--- config.mk ---
export PLATFORM = sky130hd
export DESIGN_NAME = pow5_sum_accumulator
export DESIGN_NICKNAME = d
export VERILOG_FILES = /design/src/rtl/pow5_sum_pkg.sv /design/src/rtl/pow5_sum_out_slot.sv /design/src/rtl/pow5_sum_accumulator.sv
export SDC_FILE = /design/constraint.sdc
export NUM_CORES = 1
export LEC_CHECK = 0
export BUFFER_PORTS_ARGS = -buffer_cell sky130_fd_sc_hd__buf_2
export CAP_MARGIN = 20
export CORE_UTILIZATION = 55
export DETAILED_ROUTE_END_ITERATION = 8
export PLACE_DENSITY = 0.76
export SETUP_SLACK_MARGIN = 0.4
export SYNTH_ARGS = -nofsm -noshare
export SYNTH_HDL_FRONTEND = slang
export SYNTH_HIERARCHICAL = 1
export SYNTH_SLANG_ARGS = --single-unit
--- constraint.sdc ---
create_clock -name clk_i -period 10.23 [get_ports clk_i]
set_input_delay 1.5345 -clock clk_i [delete_from_list [all_inputs] [get_ports clk_i]]
set_output_delay 1.5345 -clock clk_i [all_outputs]
set_load 0.01 [all_outputs]
--- src/rtl/pow5_sum_pkg.sv ---
// Shared types and constants for the x^5 frame-sum accumulator.
package pow5_sum_pkg;

    typedef enum logic {ACC_IDLE, ACC_RUN} acc_state_t;

    // Sample counter width: covers 0..256 samples per frame.
    localparam int CNT_WIDTH = 9;

    // Default build widths.
    localparam int DEF_DATA_WIDTH = 8;
    localparam int DEF_N_SAMPLES  = 4;
    localparam int DEF_ACC_WIDTH  = 48;

endpackage

--- src/rtl/pow5_sum_out_slot.sv ---
// One-entry valid/ready output slot for completed frame sums.
// A load is taken when the slot is empty or is being emptied by the handshake
// in the same cycle; otherwise the load is dropped and overflow_o latches.
module pow5_sum_out_slot
    import pow5_sum_pkg::*;
#(
    parameter int SUM_WIDTH = DEF_ACC_WIDTH
) (
    input  logic                 clk_i,
    input  logic                 rst_i,
    input  logic                 load_i,
    input  logic [SUM_WIDTH-1:0] load_sum_i,
    input  logic [CNT_WIDTH-1:0] load_cnt_i,
    input  logic                 ready_i,
    output logic                 valid_o,
    output logic [SUM_WIDTH-1:0] sum_o,
    output logic [CNT_WIDTH-1:0] cnt_o,
    output logic                 overflow_o
);

    logic slot_free;
    logic drop;

    // Slot can accept a new sum if empty or draining this cycle.
    always_comb begin
        slot_free = !valid_o || ready_i;
        drop      = load_i && !slot_free;
    end

    // Slot register: refill, drain, or hold; sticky overflow on a dropped load.
    always_ff @(posedge clk_i) begin
        if (rst_i) begin
            valid_o    <= 1'b0;
            sum_o      <= '0;
            cnt_o      <= '0;
            overflow_o <= 1'b0;
        end else begin
            if (load_i && slot_free) begin
                valid_o <= 1'b1;
                sum_o   <= load_sum_i;
                cnt_o   <= load_cnt_i;
            end else if (valid_o && ready_i) begin
                valid_o <= 1'b0;
            end
            if (drop)
                overflow_o <= 1'b1;
        end
    end

endmodule

--- src/rtl/pow5_sum_accumulator.sv ---
// Frame accumulator for the x^5 result stream: sums N_SAMPLES valid samples
// (or fewer on flush_i) and hands each frame sum to a one-entry output slot.
// Build option: define POW5_SUM_SATURATE_EN to saturate the accumulator at
// all-ones instead of wrapping.
module pow5_sum_accumulator
    import pow5_sum_pkg::*;
#(
    parameter int DATA_WIDTH = DEF_DATA_WIDTH,
    parameter int N_SAMPLES  = DEF_N_SAMPLES,
    parameter int ACC_WIDTH  = DEF_ACC_WIDTH
) (
    input  logic                    clk_i,
    input  logic                    rst_i,
    input  logic                    pow_valid_i,
    input  logic [5*DATA_WIDTH-1:0] pow_data_i,
    input  logic                    flush_i,
    output logic                    sum_valid_o,
    input  logic                    sum_ready_i,
    output logic [ACC_WIDTH-1:0]    sum_o,
    output logic [CNT_WIDTH-1:0]    sum_cnt_o,
    output logic                    overflow_o
);

    localparam logic [CNT_WIDTH-1:0] FRAME_LEN = CNT_WIDTH'(N_SAMPLES);

    acc_state_t             state_q, state_d;
    logic [ACC_WIDTH-1:0]   acc_q;
    logic [CNT_WIDTH-1:0]   cnt_q;
    logic [ACC_WIDTH-1:0]   acc_base;
    logic [ACC_WIDTH-1:0]   acc_add;
    logic [ACC_WIDTH-1:0]   acc_eff;
    logic [CNT_WIDTH-1:0]   cnt_eff;
    logic                   close;

`ifdef POW5_SUM_SATURATE_EN
    logic [ACC_WIDTH:0]     acc_wide;

    // Saturating add: clamp to all-ones on carry-out; all-ones then stays put.
    always_comb begin
        acc_base = (state_q == ACC_RUN) ? acc_q : '0;
        acc_wide = {1'b0, acc_base} + {1'b0, ACC_WIDTH'(pow_data_i)};
        acc_add  = acc_wide[ACC_WIDTH] ? '1 : acc_wide[ACC_WIDTH-1:0];
    end
`else
    // Wrapping add modulo 2^ACC_WIDTH; IDLE starts a fresh frame from zero.
    always_comb begin
        acc_base = (state_q == ACC_RUN) ? acc_q : '0;
        acc_add  = acc_base + ACC_WIDTH'(pow_data_i);
    end
`endif

    // Frame contents as of this edge, with any same-cycle sample included.
    always_comb begin
        acc_eff = pow_valid_i ? acc_add : acc_base;
        cnt_eff = pow_valid_i ? cnt_q + 1'b1 : cnt_q;
    end

    // FSM state register.
    always_ff @(posedge clk_i) begin
        if (rst_i)
            state_q <= ACC_IDLE;
        else
            state_q <= state_d;
    end

    // FSM next state: any close returns to IDLE, a sample otherwise opens RUN.
    always_comb begin
        state_d = state_q;
        if (close)
            state_d = ACC_IDLE;
        else if (pow_valid_i)
            state_d = ACC_RUN;
    end

    // FSM output: close on a full frame, or on flush with at least one sample.
    always_comb begin
        close = (pow_valid_i && (cnt_eff == FRAME_LEN)) ||
                (flush_i && (cnt_eff != '0));
    end

    // Accumulator and sample counter; cleared when a frame closes.
    always_ff @(posedge clk_i) begin
        if (rst_i || close) begin
            acc_q <= '0;
            cnt_q <= '0;
        end else if (pow_valid_i) begin
            acc_q <= acc_add;
            cnt_q <= cnt_eff;
        end
    end

    pow5_sum_out_slot #(
        .SUM_WIDTH (ACC_WIDTH)
    ) u_slot (
        .clk_i      (clk_i),
        .rst_i      (rst_i),
        .load_i     (close),
        .load_sum_i (acc_eff),
        .load_cnt_i (cnt_eff),
        .ready_i    (sum_ready_i),
        .valid_o    (sum_valid_o),
        .sum_o      (sum_o),
        .cnt_o      (sum_cnt_o),
        .overflow_o (overflow_o)
    );

endmodule
# Word-level counts from Yosys, hierarchy flattened
# Cells that the tools add are included.
dict set report classes {
  muxes 5
  reduce_logical 13
  n_eq_ne 1
  add_sub_neg 2
}
# cell n
set op_table {}
lappend op_table {{two-way mux 48 bit} 2}
lappend op_table {{adder 48 x 40 -> 48 bit} 1}
lappend op_table {{adder 9 x 1 -> 9 bit, second input constant} 1}
lappend op_table {{equality test 9 x 3 -> 1 bit, second input constant} 1}
lappend op_table {{two-way mux 9 bit} 1}
lappend op_table {{nonzero test 9 bit} 1}
lappend op_table {{logical AND 1 bit} 5}
lappend op_table {{logical OR 1 bit} 3}
lappend op_table {{zero test 1 bit} 2}
lappend op_table {{two-way mux 1 bit} 2}
lappend op_table {{nonzero test 2 bit} 1}
lappend op_table {{OR reduction 2 bit} 1}
dict set report word_totals {
  in_bits 45
  out_inout_bits 59
  register_bits 117
  word_cells 28
}

# Depth between registers and ports, before layout
# Gate-level depths: netlist of the first run.
dict set report depth {
  ltp_word 7
  mapped_depth 17
  mapped_depth_nobuf 14
}

# Cells and area by module
# Netlist of the first run, hierarchy kept.
# mod seq_area_each_um2 cells_each n_inst area_each_um2
set by_module_without_submodules {}
lappend by_module_without_submodules {pow5_sum_accumulator 1161.1 758 1 5346.4}
lappend by_module_without_submodules {pow5_sum_out_slot 1181.1 255 1 2648.8}

# Worst setup path before layout of the first run
# OpenSTA, ideal clock, no wires.
dict set report synth_timing {
  kind {input-to-reg}
  start {in pow_data_i[0]}
  end {reg u_slot.sum_o[36]}
  path_stages 13
  t_required_ns 10.158
  arrival_ns 4.026
  setup_ns 0.072
  path_slack_ns 6.133
  n_path_buf 0
  cell_sequence {ha_1 -> fa_1 -> a211o_1 -> a21oi_1 -> o21ai_1 -> o41ai_2 -> o211ai_1 -> a311oi_1 -> xnor2_1 -> nand2_1 -> nand2_1 -> nand2b_1 -> mux2i_1}
}
dict set report synth_between {
  elab_chain_len 2
}
# item line
set synth_lines {}
lappend synth_lines {{start, declared} pow5_sum_accumulator.sv:15} ;# input logic [5*DATA_WIDTH-1:0] pow_data_i,
lappend synth_lines {{adder 48 x 40 -> 48 bit} pow5_sum_accumulator.sv:48} ;# acc_add = acc_base + ACC_WIDTH'(pow_data_i);
lappend synth_lines {{two-way mux 48 bit} pow5_sum_accumulator.sv:54} ;# acc_eff = pow_valid_i ? acc_add : acc_base;
lappend synth_lines {{net acc_eff[36]} pow5_sum_accumulator.sv:31} ;# logic [ACC_WIDTH-1:0] acc_eff;
lappend synth_lines {{end signal, assigned} pow5_sum_out_slot.sv:40} ;# sum_o <= load_sum_i;
lappend synth_lines {{end, declared} pow5_sum_out_slot.sv:16} ;# output logic [SUM_WIDTH-1:0] sum_o,
# The timed path passes the listed nets, and every way through them passes these cells.
# A chain may end at the register's enable or synchronous reset.

# Worst setup path after layout of the first run
dict set report layout_timing {
  start {in pow_valid_i}
  end {reg u_slot.sum_o[22]}
}
dict set report layout_between {
  elab_chain_len 5
  elab_cells_between_ends 8
}
# item line
set layout_lines {}
lappend layout_lines {{start, declared} pow5_sum_accumulator.sv:14} ;# input logic pow_valid_i,
lappend layout_lines {{two-way mux 9 bit (*)} pow5_sum_accumulator.sv:55} ;# cnt_eff = pow_valid_i ? cnt_q + 1'b1 : cnt_q;
lappend layout_lines {{net cnt_eff[7]} pow5_sum_accumulator.sv:32} ;# logic [CNT_WIDTH-1:0] cnt_eff;
lappend layout_lines {{equality test 9 x 3 -> 1 bit or nonzero test 9 bit (tied branches)} {pow5_sum_accumulator.sv:77, pow5_sum_accumulator.sv:78}}
lappend layout_lines {{logical AND 1 bit, on equally long branches} {pow5_sum_accumulator.sv:77, pow5_sum_accumulator.sv:78}}
lappend layout_lines {{logical OR 1 bit (*)} pow5_sum_accumulator.sv:77} ;# close = (pow_valid_i && (cnt_eff == FRAME_LEN)) ||
lappend layout_lines {{net close} pow5_sum_accumulator.sv:33} ;# logic close;
lappend layout_lines {{logical AND 1 bit (*)} pow5_sum_out_slot.sv:38} ;# if (load_i && slot_free) begin
# Mark *: on every way through the listed nets, which the timed path passes. The rest lies on a longest branch.

==> impl_results.md, run 1 <==
- Setup TNS: 0 ns
- Post-placement setup slack: around 4.7 ns
- Number of max-slew violations in the final report: 0
- Footprint of the multi-input gates: approximately 5300 um^2
- All-layer global routing usage: 25.80%
- CTS tree: done
- Via count: 7142
- Data arrival time at the worst-slack endpoint: 5.44 ns
- Dpl hpwl: 12.81 mm
- Final Wtd Congestion: 0.9161
- Largest net degree at the start of global routing: 119
- Placement Rows: 43
- Maximum fanout count along the critical path: slightly below 70
- Power density over cell area: 140.2 nW/um^2
- Post-synthesis share of cell area spent on and, or, nand and nor gates: 30.70%
- Number of warning messages in the yosys log: 6
- Critical path launch point type: primary input
- Post-CTS setup buffer count: 0
- Worst endpoint required time: 10.57 ns
- Total setup violations reported at the end of the flow: 0
- Net count after synthesis: 1100
- Combinational family with the most area after synthesis: simple AND/OR/NAND/NOR gates
- Number of nets with antenna violations after routing: 0
- Seq cells post-synth: approximately 120
- Post-route insts no fill: 1275
- Std-Cell Core Area: 14040 um^2
- Number of instances in the placed design: 1243
- Outcome: complete, no violations
- Period utilisation layout: 49.89%
- Die span in y: 122.6 um
- Adder-cell share of the synthesized area: approximately 6.7%
- Layout cell share with drive strength beyond 1: 14.89%
- Insertion delay to the later sink of the worst-skew pair: between 0.4 and 0.5 ns
- Achievable Freq: 196.0 MHz
- I/O pins: 104
- DR WL/cell: ~14 um
- Maximum ir drop on the vdd rail: about 0.11 mV
- Fraction of synthesized area in multiplexers: approximately 8.4%
- Relative slew slack: 29.86%
- Mean cell area of the mapped netlist: 7.893 um^2
- Count of cells resized by post-cts repair: 0
- Share of flip-flops with an asynchronous set or reset after synthesis: 0%
- Worst setup path class: primary input to register
- Number of antenna cells inserted: 0
- CTS root buf: clkbuf_16
- Count of endpoints failing hold in the final timing report: 0
- Synthesis-to-layout area growth: 13.16%
- First-pass GRT wire length: just over 30 mm
- Mapped Cells: around 1000
- Drt via density: 5.602
- Fin Hold WS: 0.4647 ns
- Min-delay worst type: register to register
- Leakage: 4.100 nW
- Setup repair after global routing missed its margin: no
- Clk slew on worst S/H paths: 0.05 ns
- Area taken by flip-flops and latches: 2342 um^2
- Setup Skew: 0.01057 ns
- CTS Sinks: 117
- Antenna violations before repair: 0
- Starting utilization of the core area: 56.94%
- Total Die Area: 15020 um^2
- Worst Max-Slew Pin Slew: 1.050 ns
- Final worst-path setup slack: 5.127 ns
- Num CTS Buffers: 17
- Compound-cell area share of the yosys netlist: 15.56%
- Dominant synthesized flop cell: dfxtp_1
- Width of the chip: about 120 um
- Fill cell total of the finished layout: 1246
- First-pass detailed-route iteration total: 5
- XOR/XNOR share of the synthesized area: 4.914%
- Endpoint kind of the worst setup timing path: register
- Count of max-cap constraint violations: 0
- Count of flip-flops with a built-in enable after synthesis: 0
- H-tree depth: 4
- Tmin final: 5.103 ns
- Cell Area, Synth: 7995 um^2
- Library cells used by synthesis: 73
- Number of design rule violations left after detail routing: 0
- Seq/Total Area, Yosys: 29.30%
- Number of I/O port buffers: slightly above 100
- Cts hold-fix bufs: 0
- First DRT Iteration DRCs: 430
- Maximum number of buffers from clock root to sink: 2
- Total Nets Final: roughly 1200
- Total congestion overflow after global routing: 0
- Final WL: 18.45 mm
- Number of global-route vias before repair: ~6600
- Total chip power: 1.269 mW
[per-stage QoR]
step | cell area [um^2] | util (%)
3_5_place_dp | 8479 | 60.38
5_1_grt | 9047 | 64.43
3_3_place_gp | 8479 | 60.38
2_1_floorplan | 7995 | -
6_report | 9047 | 64.43
4_1_cts | 9047 | 64.43
[synthesized netlist by cell type (7+ instances only)]
cell      instances  area share [%]
nor2_1           32             1.5
o21ai_0          30             1.9
a31oi_1           9            0.70
dfxtp_1         117              29
ha_1             41             6.4
xnor2_1          21             2.3
xor2_1           22             2.4
nand2_1         177             8.3
nand3_1          28             1.8
a21oi_1          87             5.4
and2_1           42             3.3
nor2b_1          15             1.2
nand2b_1        118             9.2
and3_1            7            0.55
buf_2             9            0.56
mux2i_1          66             8.3
clkbuf_1         40             1.9
a21o_1           23             2.2
nand4_1          15             1.2
nor3_1            9            0.56
inv_1            10            0.47
[cell families (layout without fill, tap and decap cells)]
group,count (synthesis),after routing
AOI/OAI and AO/OA,199,199
xor gates and xnor gates,44,44
adders and majority gates,42,42
buffers and inverters,70,152
DFF,117,117
muxes,67,67
and+or+nand+nor,474,474
[path summary, 6_finish.rpt]
kind / from / end / slack [ns] / depth (start not counted)
hold / removal: u_slot/sum_o[28]$_SDFFE_PP0P_ / u_slot/sum_o[28]$_SDFFE_PP0P_ / 0.46 / 2
setup / recovery: pow_valid_i / u_slot/sum_o[22]$_SDFFE_PP0P_ / 5.13 / 11
hold reg to reg: u_slot/sum_o[28]$_SDFFE_PP0P_ / u_slot/sum_o[28]$_SDFFE_PP0P_ / 0.46 / 2
setup reg to reg: state_q$_SDFFE_PP0P_ / u_slot/sum_o[31]$_SDFFE_PP0P_ / 5.91 / 14
[worst max-delay path, cell delays in order]
cell and delay, ns:
buf_2 0.07, buf_4 0.58, nand4_2 0.22, or3_4 0.45, xnor2_2 0.15, nor2_1 0.13
a31oi_1 0.10, a31oi_1 0.38, nor2b_4 0.93, buf_4 0.57, mux2i_1 0.26
[report_power, final]
group | switching (mW) | total [mW] | internal (mW)
clock network | 0.228 | 0.569 | 0.342
registers | 0.0155 | 0.494 | 0.478
logic | 0.121 | 0.206 | 0.0845
[placed cells by master, fill, tap and decap left out, types with 3 or more instances in the layout]
cell type and instances:
nand2_1 177, nand2b_1 118, dfxtp_1 117, buf_2 103
a21oi_1 87, mux2i_1 66, and2_1 42, ha_1 41
nor2_1 32, o21ai_0 30, nand3_1 28, a21o_1 23
xor2_1 22, xnor2_1 21, clkbuf_16 17, nand4_1 15
nor2b_1 13, inv_1 10, nor3_1 9, a31oi_1 9
and3_1 7, buf_4 7, or3_1 5, a211oi_1 5
a211o_1 5, o21ai_1 5, nor4_1 4, o21a_1 4
clkinv_4 4, or2_2 3, o211ai_1 3, and4_1 3
inv_6 3, clkinvlp_4 3, clkinv_2 3
[metal layers]
metal  wire [um]  part of all wire, %  track usage, %  vias up
li1            -                    -               -     3629
met1        8906                   48           34.22     3300
met2        8397                   46           41.92      192
met3         865                  4.7           4.554       21
met4         282                  1.5           8.918        0
met5           0                    0               0        -
[sequential cells by signal, indices dropped and copies added (netlist names)]
register,flops
u_slot/sum_o,48
u_slot/valid_o,1
state_q,1
u_slot/cnt_o,9
u_slot/overflow_o,1
cnt_q,9
acc_q,48
[cell type report]
class                      count  area share [%]
clock buffer                  18           4.854
clock inverter                14           1.424
inverter                      10          0.4149
multi-input combinational    826           58.65
sequential                   117           25.89
tap                          180           2.489
timing repair buffer         110           6.279
Note: power is estimated with default switching activity, not from simulation.
==> run 2: changes to the inputs <==
--- a/config.mk
+++ b/config.mk
@@ -7,9 +7,9 @@
 export LEC_CHECK = 0
 export BUFFER_PORTS_ARGS = -buffer_cell sky130_fd_sc_hd__buf_2
 export CAP_MARGIN = 20
-export CORE_UTILIZATION = 55
+export CORE_UTILIZATION = 53
 export DETAILED_ROUTE_END_ITERATION = 8
-export PLACE_DENSITY = 0.76
+export PLACE_DENSITY = 0.77
 export SETUP_SLACK_MARGIN = 0.4
 export SYNTH_ARGS = -nofsm -noshare
 export SYNTH_HDL_FRONTEND = slang
==> constraint.sdc (replaced) <==
create_clock -name clk_i -period 4.5 [get_ports clk_i]
set_input_delay 0.675 -clock clk_i [delete_from_list [all_inputs] [get_ports clk_i]]
set_output_delay 0.675 -clock clk_i [all_outputs]
set_load 0.01 [all_outputs]
==> impl_results.md, run 2 (same netlist as run 1, synthesis figures left out) <==
- Outcome: finished, violations left
- Failing checks: DRC
- Internal Pwr Total: 2.035 mW
- Setup Skew: 0.007973 ns
- Worst Max-Slew Pin Slew: roughly 1.1 ns
- Portion of total power attributed to the clock network: 44.5%
- Insertion delay to the later sink of the worst-skew pair: between 0.4 and 0.5 ns
- Total Die Area: ~16000 um^2
- Number of cells on the critical path: 14
- Synthesis-to-layout area growth: 13.55%
- Total setup violations reported at the end of the flow: 0
- I/O pins: 104
- Library cell contributing the largest single delay on the critical path: o41ai_2
- Via count: 7148
- R2r setup slk: 0.77 ns
- Number of design rule violations left after detail routing: 16
- CTS root buf: clkbuf_16
- Setup repair after global routing missed its margin: no
- Clk slew on worst S/H paths: roughly 0.060 ns
- Worst setup path class: register to register
- First-pass GRT wire length: between 30 and 40 mm
- First DRT Iteration DRCs: between 400 and 500
- Worst r2r path cells: 14
- Worst Path Buf+Inv: 0
- Cell depth of the worst min-delay path: 2
- Achievable Freq: 268.0 MHz
- Most frequent cell on the critical path: nand2_1
- Std-Cell Core Area: 14640 um^2
- CTS tree: done
- Count of max-cap constraint violations: 0
- Leakage: 4.109 nW
- Fin Hold WS: 0.4669 ns
- Num CTS Buffers: 17
- Setup TNS: 0 ns
- Drt via density: 5.567
- Final Wtd Congestion: around 0.93
- Total Nets Final: 1173
- Width of the chip: 124.8 um
- Comb pwr share: 16.5%
- Critical path launch point type: register
- Power density over cell area: 316.4 nW/um^2
- Cts hold-fix bufs: 0
- Switching Share: ~29%
- Start point of the worst hold path: u_slot/sum_o[16]$_SDFFE_PP0P_
- Layout cell share with drive strength beyond 1: 15.20%
- Worst R2R Start: state_q$_SDFFE_PP0P_
- Period utilisation layout: slightly above 80%
- Endpoint kind of the worst setup timing path: register
- Maximum ir drop on the vdd rail: between 0.2 and 0.3 mV
- Die span in y: 124.8 um
- Final WL: 18.80 mm
- Number of I/O port buffers: a little over 100
- Count of cells resized by post-cts repair: 0
- Total congestion overflow after global routing: 0
- Min-delay worst type: register to register
- Count of endpoints failing hold in the final timing report: 0
- Worst-case hold path end point: u_slot/sum_o[16]$_SDFFE_PP0P_
- CTS Sinks: 117
- Maximum number of buffers from clock root to sink: 2
- Family with the most delay on the worst path: compound AO/OA/AOI/OAI gates
- Maximum fanout count along the critical path: 17
- Part of the power in registers: between 30 and 40%
- Largest net degree at the start of global routing: 63
- Worst endpoint required time: 4.85 ns
- Worst-path cell chain: and2_1, ha_1, fa_1, a211o_1, a21oi_1, o21ai_1, o41ai_2, o211ai_1, a311oi_1, xnor2_1, nand2_1, nand2_1, nand2b_1, mux2i_1
- Largest registers: acc_q x48, u_slot/sum_o x48
- Tmin final: roughly 3.7 ns
- Top library cells by usage in the layout, fill and taps aside: 177 x nand2_1, 118 x nand2b_1, 117 x dfxtp_1
- H-tree depth: 4
- Number of nets with antenna violations after routing: 0
- Net switching power: 0.8382 mW
- Antenna violations before repair: 1
- Data arrival time at the worst-slack endpoint: 4.09 ns
- Fin util: 62.00%
- RR Endpoint: u_slot/sum_o[36]$_SDFFE_PP0P_
- Dpl hpwl: 13.36 mm
- Placement Rows: 44
- Number of max-slew violations in the final report: 0
- All-layer global routing usage: between 20% and 30%
- Starting utilization of the core area: 54.60%
- Commonest non-fill, non-tap cell in the layout: nand2_1
- Number of global-route vias before repair: 6725
- DR WL/cell: 14.64 um
- Post-CTS setup buffer count: 0
- Relative slew slack: 29.12%
- First-pass detailed-route iteration total: 7
- Crit-path max cell delay: 0.48 ns
## run 2: final cells by class
cell class	instances	area (um^2)
Fill cell	1340	5565
Inverter	10	37.54
Clock buffer	20	466.7
Sequential cell	117	2342
Tap cell	184	230.2
Clock inverter	12	95.09
Multi-Input combinational cell	826	5306
Antenna cell	1	2.502
Timing Repair Buffer	114	598.1
## run 2: power by group through the flow
stage	combinational (mW)	clock (mW)	sequential, mW
2_1_floorplan	0.357	0	1.15
3_3_place_gp	0.468	0	1.14
3_5_place_dp	0.472	0	1.14
4_1_cts	0.475	1.30	1.12
5_1_grt	0.522	1.34	1.13
6_report	0.475	1.28	1.12
## run 2: worst reg2reg max path, delay by kind of cell (launching register included)
family          cells  cell delay [ns]
compound gates      6             1.81
xor+xnor            1             0.16
fa+ha+maj           2             0.63
flops               1             0.46
mux                 1             0.13
simple gates        4             0.47
## run 2: worst max path at each step
| stage | start | to | slack, ns |
|---|---|---|---|
| after global placement | pow_data_i[0] | u_slot/sum_o[36]$_SDFFE_PP0P_ | 0.87 |
| final | state_q$_SDFFE_PP0P_ | u_slot/sum_o[36]$_SDFFE_PP0P_ | 0.77 |
| after CTS | state_q$_SDFFE_PP0P_ | u_slot/sum_o[36]$_SDFFE_PP0P_ | 0.79 |
| after floorplan | state_q$_SDFFE_PP0P_ | u_slot/sum_o[42]$_SDFFE_PP0P_ | 1.00 |
| after global routing | state_q$_SDFFE_PP0P_ | u_slot/sum_o[36]$_SDFFE_PP0P_ | 0.47 |
| after detailed placement | pow_data_i[0] | u_slot/sum_o[36]$_SDFFE_PP0P_ | 0.69 |
## run 2: through the flow
stage / worst slack [ns] / instance area (um^2) / cells / power, mW
6_report: 0.7688 / 9079 / 1284 / 2.873
5_1_grt: 0.4740 / 9079 / 1284 / 2.993
4_1_cts: 0.7916 / 9076 / 1283 / 2.893
3_5_place_dp: 0.6914 / 8514 / 1251 / 1.613
3_3_place_gp: 0.8691 / 8514 / 1251 / 1.608
2_1_floorplan: 1.001 / 7995 / 1013 / 1.503
## run 2: metal layers
layer / GRT usage (%) / vias up / share of wire, %
met5: 0 / - / 0
met4: 9.039 / 0 / 2.1
met3: 5.498 / 36 / 4.3
met2: 40.12 / 177 / 45
met1: 31.96 / 3290 / 48
li1: - / 3645 / -
